File: src/rtl/definitions_pkg.sv
// Shared UART definitions.
// Holds the baud divisor and oversample factor common to the transmitter and rx_top,
// the derived bit period in clk cycles, and the transmitter FSM state type.
package definitions_pkg;

    localparam int unsigned DIVISOR    = 2;
    localparam int unsigned OVERSAMPLE = 4;
    localparam int unsigned BIT_CYCLES = DIVISOR * OVERSAMPLE;

    typedef enum logic [2:0] {
        TX_IDLE,
        TX_START,
        TX_DATA,
        TX_PARITY,
        TX_STOP
    } tx_state_t;

endpackage

File: src/rtl/uart_baud_tick.sv
// Bit-period counter.
// Counts 0..CYCLES-1 and wraps. tick_o is high on the final cycle of each period.
// restart_i reloads the count to 0 on the next edge, so a new period starts aligned
// with whatever event raised it.
// Ports:
//   clk       system clock
//   rst       synchronous active-high reset (count to 0)
//   restart_i synchronous restart of the period
//   tick_o    last cycle of the current period
module uart_baud_tick
    import definitions_pkg::*;
#(
    parameter int unsigned CYCLES = definitions_pkg::BIT_CYCLES
) (
    input  logic clk,
    input  logic rst,
    input  logic restart_i,
    output logic tick_o
);

    localparam int unsigned     CntW = (CYCLES > 1) ? $clog2(CYCLES) : 1;
    localparam logic [CntW-1:0] Last = CntW'(CYCLES - 1);

    logic [CntW-1:0] cnt_q, cnt_d;

    assign tick_o = (cnt_q == Last);

    always_comb begin
        cnt_d = cnt_q + CntW'(1);
        if (restart_i || tick_o) begin
            cnt_d = '0;
        end
    end

    always_ff @(posedge clk) begin
        if (rst) begin
            cnt_q <= '0;
        end else begin
            cnt_q <= cnt_d;
        end
    end

endmodule

File: src/rtl/uart_tx.sv
// Byte-serial UART transmitter.
// Accepts bytes over a valid/ready handshake into a one-entry holding register and
// shifts them out LSB first as start / 8 data / [parity] / stop frames. A held byte is
// moved into the shifter on the last stop cycle, so back-to-back frames have no gap.
// Build option: define UART_TX_PARITY_EN to insert an even-parity bit after the data.
// Ports:
//   clk       system clock
//   rst       synchronous active-high reset
//   din       byte to transmit, taken when tx_start && tx_ready
//   tx_start  byte valid
//   tx_ready  holding register empty
//   tx        serial line, idles high, driven from a flop
//   tx_busy   a frame is on the line
//   tx_done   one-cycle pulse on the final stop cycle
module uart_tx
    import definitions_pkg::*;
#(
    parameter int unsigned DIVISOR    = definitions_pkg::DIVISOR,
    parameter int unsigned OVERSAMPLE = definitions_pkg::OVERSAMPLE
) (
    input  logic       clk,
    input  logic       rst,
    input  logic [7:0] din,
    input  logic       tx_start,
    output logic       tx_ready,
    output logic       tx,
    output logic       tx_busy,
    output logic       tx_done
);

    localparam int unsigned BitCycles = DIVISOR * OVERSAMPLE;

    tx_state_t  state_q, state_d;
    logic [7:0] hold_q, hold_d;
    logic       hold_valid_q, hold_valid_d;
    logic [7:0] shift_q, shift_d;
    logic [2:0] bit_cnt_q, bit_cnt_d;
    logic       tx_q, tx_d;
    logic       bit_end;
    logic       restart;
    logic       load;
`ifdef UART_TX_PARITY_EN
    logic       par_q, par_d;
`endif

    // Every state change starts a fresh bit period.
    assign restart = (state_d != state_q);

    uart_baud_tick #(
        .CYCLES (BitCycles)
    ) u_baud_tick (
        .clk       (clk),
        .rst       (rst),
        .restart_i (restart),
        .tick_o    (bit_end)
    );

    // Held byte enters the shifter from IDLE or straight out of the last stop cycle.
    assign load = hold_valid_q && ((state_q == TX_IDLE) || ((state_q == TX_STOP) && bit_end));

    always_comb begin
        state_d      = state_q;
        hold_d       = hold_q;
        hold_valid_d = hold_valid_q;
        shift_d      = shift_q;
        bit_cnt_d    = bit_cnt_q;
`ifdef UART_TX_PARITY_EN
        par_d        = par_q;
`endif

        if (tx_start && !hold_valid_q) begin
            hold_d       = din;
            hold_valid_d = 1'b1;
        end

        if (load) begin
            shift_d      = hold_q;
            hold_valid_d = 1'b0;
            bit_cnt_d    = 3'd0;
`ifdef UART_TX_PARITY_EN
            par_d        = ^hold_q;
`endif
            state_d      = TX_START;
        end else begin
            case (state_q)
                TX_IDLE: ;
                TX_START: begin
                    if (bit_end) state_d = TX_DATA;
                end
                TX_DATA: begin
                    if (bit_end) begin
                        shift_d   = {1'b0, shift_q[7:1]};
                        bit_cnt_d = bit_cnt_q + 3'd1;
                        if (bit_cnt_q == 3'd7) begin
`ifdef UART_TX_PARITY_EN
                            state_d = TX_PARITY;
`else
                            state_d = TX_STOP;
`endif
                        end
                    end
                end
`ifdef UART_TX_PARITY_EN
                TX_PARITY: begin
                    if (bit_end) state_d = TX_STOP;
                end
`endif
                TX_STOP: begin
                    if (bit_end) state_d = TX_IDLE;
                end
                default: state_d = TX_IDLE;
            endcase
        end

        // Line level follows the next state so tx changes on the same edge as the state.
        case (state_d)
            TX_START:  tx_d = 1'b0;
            TX_DATA:   tx_d = shift_d[0];
`ifdef UART_TX_PARITY_EN
            TX_PARITY: tx_d = par_d;
`endif
            default:   tx_d = 1'b1;
        endcase
    end

    always_ff @(posedge clk) begin
        if (rst) begin
            state_q      <= TX_IDLE;
            hold_q       <= 8'h00;
            hold_valid_q <= 1'b0;
            shift_q      <= 8'h00;
            bit_cnt_q    <= 3'd0;
            tx_q         <= 1'b1;
`ifdef UART_TX_PARITY_EN
            par_q        <= 1'b0;
`endif
        end else begin
            state_q      <= state_d;
            hold_q       <= hold_d;
            hold_valid_q <= hold_valid_d;
            shift_q      <= shift_d;
            bit_cnt_q    <= bit_cnt_d;
            tx_q         <= tx_d;
`ifdef UART_TX_PARITY_EN
            par_q        <= par_d;
`endif
        end
    end

    assign tx       = tx_q;
    assign tx_ready = !hold_valid_q;
    assign tx_busy  = (state_q != TX_IDLE);
    assign tx_done  = (state_q == TX_STOP) && bit_end;

endmodule
File: config.mk
export PLATFORM = sky130hd
export DESIGN_NAME = uart_tx
export DESIGN_NICKNAME = d
export VERILOG_FILES = /design/src/rtl/definitions_pkg.sv /design/src/rtl/uart_baud_tick.sv /design/src/rtl/uart_tx.sv
export SDC_FILE = /design/constraint.sdc
export NUM_CORES = 1
export LEC_CHECK = 0
export ABC_CLOCK_PERIOD_IN_PS = 1700
export CORE_MARGIN = 2
export CORE_UTILIZATION = 45
export DETAILED_ROUTE_END_ITERATION = 10
export GPL_TIMING_DRIVEN = 1
export HOLD_SLACK_MARGIN = 0.06
export PLACE_DENSITY = 0.69
export SYNTH_ARGS = -nofsm -noshare
export SYNTH_HDL_FRONTEND = slang
export SYNTH_SLANG_ARGS = --single-unit
File: constraint.sdc
create_clock -name clk -period 1.7 [get_ports clk]
set_input_delay 0.34 -clock clk [delete_from_list [all_inputs] [get_ports clk]]
set_output_delay 0.34 -clock clk [all_outputs]
set_load 0.03 [all_outputs]
==> results_dict.tcl, run 1 <==
set metrics [dict create \
    outcome "finished with violations" \
    violations "negative setup slack" \
    ys_top_cells_by_count "dfxtp_1, nor2_1, mux2i_1" \
    stdcell_count 186 \
    post_drt_wl_per_cell_microns 12.6 \
    worst_slack_ps -32.9 \
    die_height_microns 56.4 \
    async_flop_share_pct 0 \
    p_per_area_nw_per_um2 752 \
    required_ps 1360 \
    path_delay_family "flip-flops" \
    antenna_left 0 \
    drive_above_1_share_pct 22.4 \
    layout.nets 173 \
    grt_usage_pct 16.2 \
    cts_root_buf "clkbuf_4" \
    max_freq_ghz 0.577 \
    min_path_type "reg2reg" \
    hold_depth 1 \
    die_x_microns 56.4 \
    min_period_ps 1730 \
    num_vias 1019 \
    worst_slew_pin_slew_ps 303 \
    synth.top_cell.area_share_pct 43.8 \
    r2r_cells 8 \
    cts_tree "done" \
    p_total_w 0.00117 \
    dp_hpwl_microns 1690 \
    ys_types 34 \
    first_pass_iters 4 \
    netlist_area_sq_um 1230 \
    drcViolationCount 0 \
    cap_violations 0 \
    synth_edf_count 0 \
    area_growth_pct 25.5 \
    yosysWarnings 0 \
    drt-initial-drc-count 16 \
    wl_microns 2350 \
    slew_headroom_pct 79.8 \
    design.die.area_sq_um 3180 \
    synth-seq-cells 27 \
    crit_arrival_ps 1390 \
    endpoint_kind "primary output" \
    worst-path-buf-inv 2 \
    crit_fanout 2 \
    worst_ir_drop_vdd_uv 593 \
    antenna_found_initial 0 \
    setup_viol 3 \
    fin_worst_skew_ps 5.37 \
    yosysSeqAreaShare_pct 43.8 \
    timing.final.crit_share_pct 102 \
    cts_sinks 27 \
    fill_cells 235 \
    cpPeakStageDelay_ps 360 \
    hold_viol 0 \
    grt_pass1_vias 999 \
    cts_max_level 1 \
    path_cells "ha_4 -> ha_4 -> buf_6 -> and3_4 -> buf_6" \
    postCtsHoldBufs 0 \
    drv_slew 0 \
    synth.area.top_cells "dfxtp_1, mux2i_1, nor2_1" \
    grt_pass1_wl_microns 4150 \
    grt.overflow.total 0 \
    grt_max_degree 22 \
    critPathSlowestCell "dfxtp_2" \
    synth_nets 150 \
    worstSetupPathType "reg2out" \
    crit_cells 5 \
    yosysMostFrequentCell "dfxtp_1" \
    gp_congestion 0.806 \
    ys.flop_type "dfxtp_1" \
    critPathLaunchType "flop" \
    initial_core_util_pct 48.5 \
    rows 18 \
    rsz0062_at_grt "yes" \
    yosys.area.top_type "dfxtp_1" \
    design.core.area_sq_um 2540 \
    ios 15 \
    path_clk_slew_ps 140 \
    dp.cells 180 \
    port_buffers 14 \
    setup_tns_ps -49.7 \
    insertion_delay_ps 320 \
    cts_buffers 3 \
    syn_inst 134 \
    clk_path_buf_depth 2 \
    viasPerCell 5.48 \
    leakage_nw 0.622 \
    antenna_cells 0 \
    avgSynthCellArea_sq_um 9.22 \
]
==> cell type report <==
cell class	count	area (sq um)	area share (%)
multi-input cells	92	669	43.2
flip-flops and latches	27	543	35.0
repair buffers	29	258	16.6
well taps	30	37.5	2.42
clock buffers	3	22.5	1.45
inverters	4	15.0	0.969
clock inverters	1	5.00	0.323
==> cell usage in the layout (no fill, tap or decap), types with 2 or more instances in the layout <==
| cell type | Yosys | layout |
|---|---|---|
| nor3_1 | 5 | 5 |
| clkbuf_4 | 0 | 3 |
| ha_1 | 5 | 3 |
| nand3_1 | 7 | 7 |
| nor2_1 | 20 | 19 |
| a21oi_1 | 9 | 8 |
| ha_4 | 0 | 2 |
| a21oi_2 | 1 | 2 |
| dfxtp_1 | 27 | 25 |
| nor2b_1 | 3 | 3 |
| buf_6 | 0 | 2 |
| a311oi_1 | 3 | 3 |
| mux2i_1 | 10 | 10 |
| or3b_1 | 2 | 2 |
| dfxtp_2 | 0 | 2 |
| clkdlybuf4s50_1 | 0 | 11 |
| nand2b_1 | 2 | 2 |
| a32oi_1 | 3 | 2 |
| inv_1 | 4 | 4 |
| nand2_1 | 5 | 5 |
| buf_4 | 4 | 14 |
==> state kept, by name, indices dropped and copies added, names as in the netlist <==
signal             flops
shift_q                8
hold_q                 8
tx                     1
bit_cnt_q              3
state_q                3
hold_valid_q           1
u_baud_tick.cnt_q      3
==> final timing paths <==
| kind | from | endpoint | slack [ps] |
|---|---|---|---|
| worst min-delay path | u_baud_tick.cnt_q[0] | u_baud_tick.cnt_q[0] | 440 |
| worst max register to register | u_baud_tick.cnt_q[0] | shift_q[2] | -10 |
| worst max-delay path | u_baud_tick.cnt_q[0] | tx_done | -30 |
| worst min register to register | u_baud_tick.cnt_q[0] | u_baud_tick.cnt_q[0] | 440 |
==> through the flow <==
step                hold slack (ps)  util (%)  setup slack (ps)  cell area (sq um)
floorplan                       399         -              79.6               1230
global placement                406      56.9              31.3               1450
detailed placement              420      56.9              14.6               1450
CTS                             442      60.3             -41.7               1530
global route                    454      60.9             -78.8               1550
finish                          439      60.9             -32.9               1550
==> where the power goes <==
group	internal, W	leakage [nW]	switching (W)
Sequential	0.000671	0.221	0.0000227
Combinational	0.0000977	0.382	0.0000976
Clock	0.0000882	0.0177	0.000188
==> layer usage <==
| metal | vias to the layer above | routed length, microns | global-route usage, % | part of all wire, % |
|---|---|---|---|---|
| li1 | 514 | - | - | - |
| met1 | 482 | 1100 | 20.1 | 47 |
| met2 | 19 | 1150 | 27.7 | 49 |
| met3 | 4 | 75 | 3.00 | 3.2 |
| met4 | 0 | 30 | 6.12 | 1.3 |
| met5 | - | 0 | 0 | 0 |
==> timing repair <==
item	CTS	global route
setup buffers	2	0
gates resized for setup	13	6
hold endpoints to repair	0	0
pin swaps	1	0
endpoints found under the setup margin	4	10
==> logic make-up after synthesis <==
logic type / count (synthesis) / synth area share [%]
buffers and inverters: 15 / 6.08
AND/OR/NAND/NOR: 54 / 23.2
adder cells (fa/ha/maj): 5 / 5.07
XOR/XNOR: 1 / 0.709
AO/OA/AOI/OAI: 22 / 13.1
flip-flops: 27 / 43.8
multiplexers: 10 / 8.11
No activity file was read; power rests on OpenSTA's default activity.
==> run 2: changes to the inputs <==
--- a/config.mk
+++ b/config.mk
@@ -5,13 +5,13 @@
 export SDC_FILE = /design/constraint.sdc
 export NUM_CORES = 1
 export LEC_CHECK = 0
-export ABC_CLOCK_PERIOD_IN_PS = 1700
+export ABC_CLOCK_PERIOD_IN_PS = 1770
 export CORE_MARGIN = 2
 export CORE_UTILIZATION = 45
 export DETAILED_ROUTE_END_ITERATION = 10
 export GPL_TIMING_DRIVEN = 1
 export HOLD_SLACK_MARGIN = 0.06
-export PLACE_DENSITY = 0.69
+export PLACE_DENSITY = 0.67
 export SYNTH_ARGS = -nofsm -noshare
 export SYNTH_HDL_FRONTEND = slang
 export SYNTH_SLANG_ARGS = --single-unit
==> constraint.sdc (replaced) <==
create_clock -name clk -period 1.77 [get_ports clk]
set_input_delay 0.354 -clock clk [delete_from_list [all_inputs] [get_ports clk]]
set_output_delay 0.354 -clock clk [all_outputs]
set_load 0.03 [all_outputs]
==> run 2 against run 1 <==
The run now ends clean. Non-clock buffer count decreased by 2. Core utilization unchanged. Register-to-register slack improved by 100 ps. Power shrank 3.0%. Largest power group unchanged. Highest routed layer unchanged.
==> results_dict.tcl, run 2 (synthesis results as in run 1) <==
set metrics [dict create \
    antenna_cells 0 \
    min_period_ps 1760 \
    design.core.area_sq_um 2540 \
    first_pass_iters 4 \
    wl_microns 2570 \
    post_drt_wl_per_cell_microns 13.9 \
    gp_congestion 0.765 \
    fin_worst_skew_ps 1.40 \
    endpoint_kind "primary output" \
    cts_buffers 3 \
    cts_sinks 27 \
    final_common_cell "dfxtp_1" \
    final.hold.worst_slack_ps 442 \
    worst_slack_ps 11.2 \
    p_per_area_nw_per_um2 729 \
    path_delay_family "flip-flops" \
    layout.nets 171 \
    drt-initial-drc-count 29 \
    port_buffers 14 \
    drive_above_1_share_pct 21.4 \
    critPathLaunchType "flop" \
    ios 15 \
    die_height_microns 56.4 \
    grt_pass1_vias 1009 \
    crit_arrival_ps 1400 \
    grt_pass1_wl_microns 4410 \
    outcome "finished, final reports clean" \
    topRoutingLayerUsed "met4" \
    r2r_slack_ps 90 \
    r2r_end "shift_q[5]" \
    hold_depth 1 \
    min_path_type "reg2reg" \
    drv_slew 0 \
    cap_violations 0 \
    hold_viol 0 \
    grt_usage_pct 17.6 \
    worstHoldStart "u_baud_tick.cnt_q[0]" \
    required_ps 1420 \
    cts_root_buf "clkbuf_4" \
    rsz0062_at_grt "yes" \
    worst_ir_drop_vdd_uv 581 \
    max_freq_ghz 0.569 \
    initial_core_util_pct 48.5 \
    antenna_found_initial 0 \
    timing.final.crit_share_pct 99.4 \
    crit_cells 5 \
    grt.overflow.total 0 \
    rows 18 \
    viasPerCell 5.80 \
    die_x_microns 56.4 \
    cts_tree "done" \
    grt_max_degree 15 \
    path_cells "ha_4 -> ha_4 -> buf_6 -> and3_4 -> buf_6" \
    reg_top3 "hold_q (8), shift_q (8)" \
    area_growth_pct 25.5 \
    path_clk_slew_ps 140 \
    clk_path_buf_depth 2 \
    insertion_delay_ps 320 \
    worstSetupPathType "reg2out" \
    dp_hpwl_microns 1820 \
    cts_max_level 1 \
    drt-met1-wl_microns 1150 \
    critPathSlowestCell "dfxtp_2" \
    worstReg2RegStart "u_baud_tick.cnt_q[0]" \
    cpPeakStageDelay_ps 360 \
    r2r_cells 5 \
    design.die.area_sq_um 3180 \
    slew_headroom_pct 79.2 \
    num_vias 1068 \
    antenna_left 0 \
    leakage_nw 0.613 \
    crit_fanout 2 \
    hold_path_end "u_baud_tick.cnt_q[0]" \
    route.met3.wl_microns 102 \
    place_ws_ps 47.3 \
    worst-path-buf-inv 2 \
    worst_slew_pin_slew_ps 311 \
    drcViolationCount 0 \
    met2WireLength_microns 1240 \
    setup_viol 0 \
    final_cell_mix "dfxtp_1, nor2_1, clkdlybuf4s50_1" \
]
-- run 2: cell count changes in the layout (fill, tap and decap cells not counted), sizes merged --
cell,change
buf,-2
clkbuf,+2
clkdlybuf4s15,-1
clkdlybuf4s50,+1
clkinv,-1
dlygate4sd2,-1
-- run 2: how the worst max path moves through the flow --
stage / startpoint / endpoint / slack (ps)
global placement: u_baud_tick.cnt_q[0] / shift_q[5] / 100
CTS: u_baud_tick.cnt_q[0] / tx_done / 8
detailed placement: u_baud_tick.cnt_q[0] / shift_q[1] / 50
finish: u_baud_tick.cnt_q[0] / tx_done / 10
floorplan: u_baud_tick.cnt_q[0] / tx_done / 140
global route: u_baud_tick.cnt_q[1] / tx_done / -30
-- run 2: area by class of cell --
| type | instances | area (sq um) |
|---|---|---|
| clock buffers | 4 | 26.3 |
| inverters | 4 | 15.0 |
| fillers | 228 | 995 |
| well taps | 30 | 37.5 |
| multi-input cells | 92 | 678 |
| repair buffers | 27 | 250 |
| flip-flops and latches | 27 | 543 |
-- run 2: per-stage QoR --
stage / TNS, ps / cell area [sq um] / power (W) / util (%) / cells
finish: 0 / 1550 / 0.00113 / 60.9 / 184
global route: -32.2 / 1550 / 0.00119 / 60.9 / 184
CTS: 0 / 1520 / 0.00113 / 59.9 / 184
detailed placement: 0 / 1450 / 0.000867 / 56.8 / 178
global placement: 0 / 1450 / 0.000860 / 56.8 / 178
floorplan: 0 / 1230 / 0.000790 / - / 134
-- run 2: timing repair --
item,CTS,global route
resized for setup,9,11
pin swaps,2,1
hold endpoints to repair,0,0
endpoints found under the setup margin,2,12
buffers inserted,2,0
hold buffers,0,0
-- run 2: where the power goes --
part,switching [W],internal (W)
combinational,0.000100,0.0000998
clock,0.000176,0.0000883
sequential,0.0000209,0.000645
total,0.000297,0.000833
-- run 2: per-layer routing --
metal  up-vias  track usage (%)
met2        28             30.6
met4         0             9.18
met1       521             20.3
met5         -                0
met3         6             3.23
li1        513                -
-- run 2: worst register-to-register path: cells and delay by family, from the launching register on --
family	cells	cell delay [ps]
AO/OA/AOI/OAI	1	90
adder cells (fa/ha/maj)	2	370
flip-flops	1	370
AND/OR/NAND/NOR	2	740
